`config.mk`:
```
export PLATFORM = sky130hd
export DESIGN_NAME = mc_ctrl
export DESIGN_NICKNAME = d
export VERILOG_FILES = /design/src/rtl/mc_ctrl.sv
export SDC_FILE = /design/constraint.sdc
export NUM_CORES = 1
export LEC_CHECK = 0
export ABC_CLOCK_PERIOD_IN_PS = 3100
export CAP_MARGIN = 20
export CORE_MARGIN = 1
export CORE_UTILIZATION = 49
export CTS_CLUSTER_DIAMETER = 120
export DETAILED_ROUTE_END_ITERATION = 6
export HOLD_SLACK_MARGIN = 0.15
export PLACE_DENSITY = 0.83
export SYNTH_ARGS = -nofsm -noshare
export SYNTH_HDL_FRONTEND = slang
export SYNTH_SLANG_ARGS = --single-unit
```
`constraint.sdc`:
```
create_clock -name clk -period 3.1 [get_ports clk]
set_input_delay 0.93 -clock clk [delete_from_list [all_inputs] [get_ports clk]]
set_output_delay 0.93 -clock clk [all_outputs]
set_load 0.05 [all_outputs]
```
`src/rtl/mc_ctrl.sv`:
```
// rtl/mc_ctrl.sv - multi-cycle MIPS control FSM (optional perf counters: MC_CTRL_PERF_EN)
module mc_ctrl #(
    parameter int TIMEOUT = 255,
    parameter int TO_W    = 8
) (
    input  logic       clk,
    input  logic       rst_n,
    input  logic [5:0] dec_inst,
    input  logic       alu_zero,
    input  logic       alu_ovf,
    input  logic       imem_ready,
    input  logic       dmem_ready,
    output logic       imem_req,
    output logic       dmem_req,
    output logic       dmem_we,
    output logic       ir_we,
    output logic       pc_we,
    output logic [1:0] pc_src,
    output logic       reg_we,
    output logic [1:0] reg_dst,
    output logic [1:0] wb_src,
    output logic [2:0] alu_op,
    output logic       alu_imm,
    output logic       ext_sign,
    output logic       halted,
    output logic       bus_err
`ifdef MC_CTRL_PERF_EN
    ,
    output logic [31:0] cyc_cnt,
    output logic [31:0] ret_cnt
`endif
);

    // Instruction codes as produced by the decoder.
    localparam logic [5:0] INST_NOP   = 6'd0;
    localparam logic [5:0] INST_ADDU  = 6'd1;
    localparam logic [5:0] INST_SUBU  = 6'd2;
    localparam logic [5:0] INST_SLT   = 6'd3;
    localparam logic [5:0] INST_ORI   = 6'd4;
    localparam logic [5:0] INST_LUI   = 6'd5;
    localparam logic [5:0] INST_ADDI  = 6'd6;
    localparam logic [5:0] INST_ADDIU = 6'd7;
    localparam logic [5:0] INST_LW    = 6'd8;
    localparam logic [5:0] INST_SW    = 6'd9;
    localparam logic [5:0] INST_BEQ   = 6'd10;
    localparam logic [5:0] INST_J     = 6'd11;
    localparam logic [5:0] INST_JAL   = 6'd12;
    localparam logic [5:0] INST_JR    = 6'd13;
    localparam logic [5:0] INST_HLT   = 6'd14;

    localparam logic [TO_W-1:0] TO_VAL = TO_W'(TIMEOUT);

    typedef enum logic [2:0] {
        S_IDLE, S_FETCH, S_DECODE, S_EXEC, S_MEM, S_WB, S_HALT
    } state_t;

    state_t          state, state_nx;
    logic [TO_W-1:0] wd_cnt;
    logic            waiting, ready_sel, wd_fire;
    logic            is_rtype, is_lw, is_sw;
    logic [2:0]      op_d;
    logic            imm_d, sign_d;

    always_comb begin
        waiting   = (state == S_FETCH) || (state == S_MEM);
        ready_sel = (state == S_FETCH) ? imem_ready : dmem_ready;
        // A ready seen in the limit cycle takes priority over the timeout.
        wd_fire   = waiting && !ready_sel && (TIMEOUT != 0) && (wd_cnt == TO_VAL);
        is_rtype  = (dec_inst == INST_ADDU) || (dec_inst == INST_SUBU) || (dec_inst == INST_SLT);
        is_lw     = (dec_inst == INST_LW);
        is_sw     = (dec_inst == INST_SW);
    end

    always_comb begin
        op_d   = 3'd0;
        imm_d  = 1'b0;
        sign_d = 1'b0;
        case (dec_inst)
            INST_SUBU: op_d = 3'd1;
            INST_SLT:  op_d = 3'd3;
            INST_ORI: begin
                op_d  = 3'd2;
                imm_d = 1'b1;
            end
            INST_LUI: begin
                op_d  = 3'd4;
                imm_d = 1'b1;
            end
            INST_ADDI, INST_ADDIU, INST_LW, INST_SW: begin
                imm_d  = 1'b1;
                sign_d = 1'b1;
            end
            INST_BEQ: begin
                op_d   = 3'd1;
                sign_d = 1'b1;
            end
            default: ;
        endcase
    end

    always_ff @(posedge clk or negedge rst_n) begin
        if (!rst_n) begin
            state <= S_IDLE;
        end else begin
            state <= state_nx;
        end
    end

    // Counter is zero on every entry to FETCH/MEM because it clears whenever not stalling.
    always_ff @(posedge clk or negedge rst_n) begin
        if (!rst_n) begin
            wd_cnt <= '0;
        end else if (waiting && !ready_sel) begin
            if (wd_cnt != '1) begin
                wd_cnt <= wd_cnt + TO_W'(1);
            end
        end else begin
            wd_cnt <= '0;
        end
    end

    always_ff @(posedge clk or negedge rst_n) begin
        if (!rst_n) begin
            bus_err <= 1'b0;
        end else if (wd_fire) begin
            bus_err <= 1'b1;
        end
    end

    always_comb begin
        state_nx = state;
        imem_req = 1'b0;
        dmem_req = 1'b0;
        dmem_we  = 1'b0;
        ir_we    = 1'b0;
        pc_we    = 1'b0;
        pc_src   = 2'd0;
        reg_we   = 1'b0;
        reg_dst  = 2'd0;
        wb_src   = 2'd0;
        alu_op   = 3'd0;
        alu_imm  = 1'b0;
        ext_sign = 1'b0;
        halted   = 1'b0;
        case (state)
            S_IDLE: state_nx = S_FETCH;
            S_FETCH: begin
                imem_req = 1'b1;
                if (imem_ready) begin
                    ir_we    = 1'b1;
                    pc_we    = 1'b1;
                    state_nx = S_DECODE;
                end else if (wd_fire) begin
                    state_nx = S_HALT;
                end
            end
            S_DECODE: begin
                case (dec_inst)
                    INST_J: begin
                        pc_we    = 1'b1;
                        pc_src   = 2'd2;
                        state_nx = S_FETCH;
                    end
                    // PC already holds PC+4 here, so the link value is ready.
                    INST_JAL: begin
                        pc_we    = 1'b1;
                        pc_src   = 2'd2;
                        reg_we   = 1'b1;
                        reg_dst  = 2'd2;
                        wb_src   = 2'd2;
                        state_nx = S_FETCH;
                    end
                    INST_JR: begin
                        pc_we    = 1'b1;
                        pc_src   = 2'd3;
                        state_nx = S_FETCH;
                    end
                    INST_HLT: state_nx = S_HALT;
                    INST_NOP: state_nx = S_FETCH;
                    default:  state_nx = S_EXEC;
                endcase
            end
            S_EXEC: begin
                alu_op   = op_d;
                alu_imm  = imm_d;
                ext_sign = sign_d;
                if (dec_inst == INST_BEQ) begin
                    pc_we    = alu_zero;
                    pc_src   = 2'd1;
                    state_nx = S_FETCH;
                end else if (is_lw || is_sw) begin
                    state_nx = S_MEM;
                end else if ((dec_inst == INST_ADDI) && alu_ovf) begin
                    state_nx = S_FETCH;
                end else begin
                    state_nx = S_WB;
                end
            end
            S_MEM: begin
                alu_op   = op_d;
                alu_imm  = imm_d;
                ext_sign = sign_d;
                dmem_req = 1'b1;
                dmem_we  = is_sw;
                if (dmem_ready) begin
                    state_nx = is_sw ? S_FETCH : S_WB;
                end else if (wd_fire) begin
                    state_nx = S_HALT;
                end
            end
            S_WB: begin
                alu_op   = op_d;
                alu_imm  = imm_d;
                ext_sign = sign_d;
                reg_we   = 1'b1;
                reg_dst  = {1'b0, is_rtype};
                wb_src   = {1'b0, is_lw};
                state_nx = S_FETCH;
            end
            S_HALT: halted = 1'b1;
            default: state_nx = S_IDLE;
        endcase
    end

`ifdef MC_CTRL_PERF_EN
    always_ff @(posedge clk or negedge rst_n) begin
        if (!rst_n) begin
            cyc_cnt <= 32'd0;
            ret_cnt <= 32'd0;
        end else begin
            if ((state != S_IDLE) && (state != S_HALT)) begin
                cyc_cnt <= cyc_cnt + 32'd1;
            end
            if (((state == S_DECODE) || (state == S_EXEC) || (state == S_MEM) || (state == S_WB))
                && (state_nx == S_FETCH)) begin
                ret_cnt <= ret_cnt + 32'd1;
            end
        end
    end
`endif

endmodule

```
==> flow_metrics.env, run 1 <==
export IMPL_status="stopped before the end"
export IMPL_lastStage="clock tree synthesis"
export IMPL_stop_error="[ERROR DPL-0038] Utilization greater than 100%, impossible to legalize"
export IMPL_synth_edf_count=0
export IMPL_syn_area_um2=950
export IMPL_max_clock_path_buffers=2
export IMPL_yosys_area_top_type="dfrtp_1"
export IMPL_cts_made_buffers=3
export IMPL_ctsHoldBuffers=0
export IMPL_synth_top_cell_area_share=0.316
export IMPL_avgSynthCellArea_um2=7.91
export IMPL_hpwl_mm=3.37
export IMPL_fp_row_count=15
export IMPL_netlist_instances=120
export IMPL_post_cts_repair_setup_buffers=4
export IMPL_ys_warnings_count=0
export IMPL_die_w_um=46.0
export IMPL_io_pins=31
export IMPL_ctsRootBufferMaster="clkbuf_4"
export IMPL_start_util=0.538
export IMPL_place_inst=197
export IMPL_h_tree_depth=1
export IMPL_ys_ff_latch=12
export IMPL_placed_cell_area_um2=1710
export IMPL_io_buffers=30
export IMPL_async_flop_share=1.00
export IMPL_syn_nets=133
export IMPL_synth_ff_type="dfrtp_1"
export IMPL_routabilityCongestion=0.912
export IMPL_ys_seq_area_frac=0.316
export IMPL_die_h_um=46.0
export IMPL_cts_resized=30
export IMPL_cts_sinks=12
export IMPL_netlist_top_cells_area="dfrtp_1 (32%), nor2_1 (8.7%), nand2b_1 (4.0%), nor2b_1 (3.3%), a21oi_1 (3.2%)"
export IMPL_ys_types=44
==> cell families after synthesis <==
logic type,Yosys count,synth area share
xor gates and xnor gates,4,0.0369
AOI/OAI and AO/OA,29,0.223
DFF,12,0.316
buffers and inverters,8,0.0382
muxes,2,0.0224
and+or+nand+nor,64,0.350
adders and majority gates,1,0.0132
==> cell usage after synthesis (all sizes together) (2+ instances only) <==
library cell and instances:
o21ai 4, xor2 3, inv 4, a21oi 6, and3 2, nand3 4
nor2 22, nor3 4, nand2b 6, and2 4, a31oi 2, a22oi 2
a211oi 2, nand4 3, a2111oi 2, and2b 2, nand2 6, nor2b 6
buf 3, dfrtp 12, nor4 3
==> stage by stage <==
stage / setup TNS (ns) / setup WS (ns) / util
2_1_floorplan: -0.773 / -0.220 / -
3_3_place_gp: -2.43 / -0.244 / 0.970
3_5_place_dp: -3.49 / -0.304 / 0.970
==> run 2, diff against run 1 <==
- CORE_AREA: default -> 2 2 63 65
- CORE_MARGIN: 1 -> default
- CORE_UTILIZATION: 49 -> default
- CTS_CLUSTER_DIAMETER: 120 -> default
- DIE_AREA: default -> 0 0 65 67
- HOLD_SLACK_MARGIN: 0.15 -> default
- PLACE_DENSITY: 0.83 -> default
- PLACE_DENSITY_LB_ADDON: default -> 0.15
==> flow_metrics.env, run 2 <==
export IMPL_synth_common_cells="nor2_1 (22), dfrtp_1 (12), a21oi_1 (6), nand2_1 (6), nand2b_1 (6)"
export IMPL_slew_violations=0
export IMPL_syn_nets=133
export IMPL_setup_viol=0
export IMPL_fin_worst_skew_ns=0.00337
export IMPL_ir_worst_vdd_mv=0.301
export IMPL_grt_max_degree=13
export IMPL_final_common_cell="buf_4"
export IMPL_synth_edf_count=0
export IMPL_combPwrFrac=0.570
export IMPL_die_w_um=65
export IMPL_io_pins=31
export IMPL_ys_warnings_count=0
export IMPL_drtAntennaViolNets=0
export IMPL_pwr_share_seq=0.251
export IMPL_drt_initial_drc_count=34
export IMPL_avgSynthCellArea_um2=7.91
export IMPL_syn2layout_area_growth_pct=88.8
export IMPL_max_clock_path_buffers=2
export IMPL_die_h_um=67
export IMPL_leakagePower_uw=0.000730
export IMPL_nets=190
export IMPL_grt_pass1_vias=1084
export IMPL_wl_mm=2.79
export IMPL_clk_latency_ns=0.24
export IMPL_pwr_density_cell_nw_per_um2=517
export IMPL_crit_required_ns=2.17
export IMPL_status="complete, no violations"
export IMPL_regMostFlops="wd_cnt"
export IMPL_clkPwrFrac=0.178
export IMPL_largest_register_ffs=8
export IMPL_synth_ff_type="dfrtp_1"
export IMPL_p_switching_uw=407
export IMPL_firstDrtPassIters=4
export IMPL_start_kind="input port"
export IMPL_reg_largest_list="wd_cnt: 8 flops, state: 3 flops, bus_err: 1 flops"
export IMPL_netlist_instances=120
export IMPL_drive_gt1_frac=0.386
export IMPL_final_util=0.497
export IMPL_syn_area_um2=950
export IMPL_slew_headroom=0.485
export IMPL_cts_made_buffers=3
export IMPL_holdCritPathClass="reg2reg"
export IMPL_fp_row_count=22
export IMPL_ys_ff_latch=12
export IMPL_io_buffers=30
export IMPL_netlist_top_cells_area="dfrtp_1 (32%), nor2_1 (8.7%), nand2b_1 (4.0%), nor2b_1 (3.3%), a21oi_1 (3.2%)"
export IMPL_post_route_period_util=0.992
export IMPL_hpwl_mm=2.38
export IMPL_ys_seq_area_frac=0.316
export IMPL_p_int_uw=521
export IMPL_max_freq_mhz=325
export IMPL_routed_via_density=4.84
export IMPL_core_um2=3610
export IMPL_grt_total_usage=0.137
export IMPL_ctsHoldBuffers=0
export IMPL_wl_per_cell_um=12.4
export IMPL_worstSetupPathType="in2out"
export IMPL_dr_total_vias=1084
export IMPL_async_flop_share=1.00
export IMPL_antenna_found_initial=0
export IMPL_cts_tree="done"
export IMPL_yosys_area_top_type="dfrtp_1"
export IMPL_critPathArrivalTime_ns=2.14
export IMPL_antenna_diode_count=0
export IMPL_ys_types=44
export IMPL_h_tree_depth=1
export IMPL_clk_pin_slew_ns=0.05
export IMPL_netSwitchingFraction=0.439
export IMPL_cp_end_kind="output port"
export IMPL_post_cts_repair_setup_buffers=0
export IMPL_drc=0
export IMPL_grt_pass1_wl_mm=4.73
export IMPL_start_util=0.263
export IMPL_ctsRootBufferMaster="clkbuf_8"
export IMPL_final_hold_viol_count=0
export IMPL_critical_path_peak_fanout=4
export IMPL_synth_most_common_cell="nor2_1"
export IMPL_synth_top_cell_area_share=0.316
export IMPL_final_cell_mix="buf_4 (27), nor2_1 (19), buf_12 (15), dfrtp_1 (12), clkdlybuf4s50_1 (8)"
export IMPL_die_area_um2=4360
export IMPL_power_uw=928
export IMPL_routabilityCongestion=0.827
export IMPL_cts_sinks=12
export IMPL_cap_violations=0
export IMPL_gr_total_overflow=0
export IMPL_worst_slew_pin_slew_ns=0.772
export IMPL_fin_crit_ns=3.07
-- run 2: timing repair --
action,CTS,global route
gates resized for setup,12,5
endpoints found under the setup margin,14,5
pin swaps,2,3
-- run 2: worst paths after layout --
path,from,endpoint,slack [ns],depth (start not counted)
worst max-delay path,dec_inst[3],pc_we,0.03,5
worst min-delay path,bus_err,bus_err,0.47,1
worst max register to register,state[0],bus_err,1.45,4
worst min register to register,bus_err,bus_err,0.47,1
max in group asynchronous,rst_n,wd_cnt[5],1.71,1
min in group asynchronous,rst_n,bus_err,1.04,1
-- run 2: area by class of cell --
type | count | area [um2]
multi-input combinational | 100 | 731
sequential | 12 | 300
inverter | 4 | 15.0
timing repair buffer | 56 | 632
fill | 339 | 1810
clock buffer | 4 | 55.1
tap | 48 | 60.1
-- run 2: per-layer routing --
layer | track usage | wire, um | vias to the layer above
met5 | 0 | 0 | -
met4 | 0.0293 | 57 | 0
met3 | 0.0203 | 75 | 4
met2 | 0.267 | 1430 | 22
met1 | 0.157 | 1230 | 508
li1 | - | - | 550
-- run 2: kinds of logic after synthesis --
family | Yosys count | synth area share
buffers and inverters | 8 | 0.0382
and+or+nand+nor | 64 | 0.350
DFF | 12 | 0.316
xor gates and xnor gates | 4 | 0.0369
AOI/OAI and AO/OA | 29 | 0.223
adders and majority gates | 1 | 0.0132
muxes | 2 | 0.0224
-- run 2: power groups by stage --
stage / clock network [uW] / logic [uW] / registers, uW
after detailed placement: 0 / 536 / 235
final: 166 / 529 / 233
after global routing: 179 / 568 / 239
after global placement: 0 / 531 / 235
after CTS: 171 / 536 / 233
after floorplan: 0 / 335 / 217
-- run 2: worst max-delay path, cell delays in order --
cell and delay (ns):
dlygate4sd2_1 0.26, or4b_4 0.55, nor2_2 0.13, a211o_2 0.15, buf_12 0.13
-- run 2: per-stage QoR --
step                      instances   TNS, ns  hold WS [ns]  cell area (um2)  worst slack (ns)
after floorplan                 120    -0.773         0.508             1060            -0.220
after global placement          220     -2.48         0.460             1740            -0.253
after detailed placement        220     -2.54         0.461             1740            -0.286
after CTS                       224         0         0.477             1800           0.00346
after global routing            224  -0.00606         0.520             1790          -0.00606
final                           224         0         0.471             1790            0.0251
Note: power is estimated with default switching activity, not from simulation.
==> run 3, diff against run 2 <==
- ABC_AREA: default -> 0
==> results of run 3 <==
The final DEF is identical to that of run 2; final timing and power are the same.
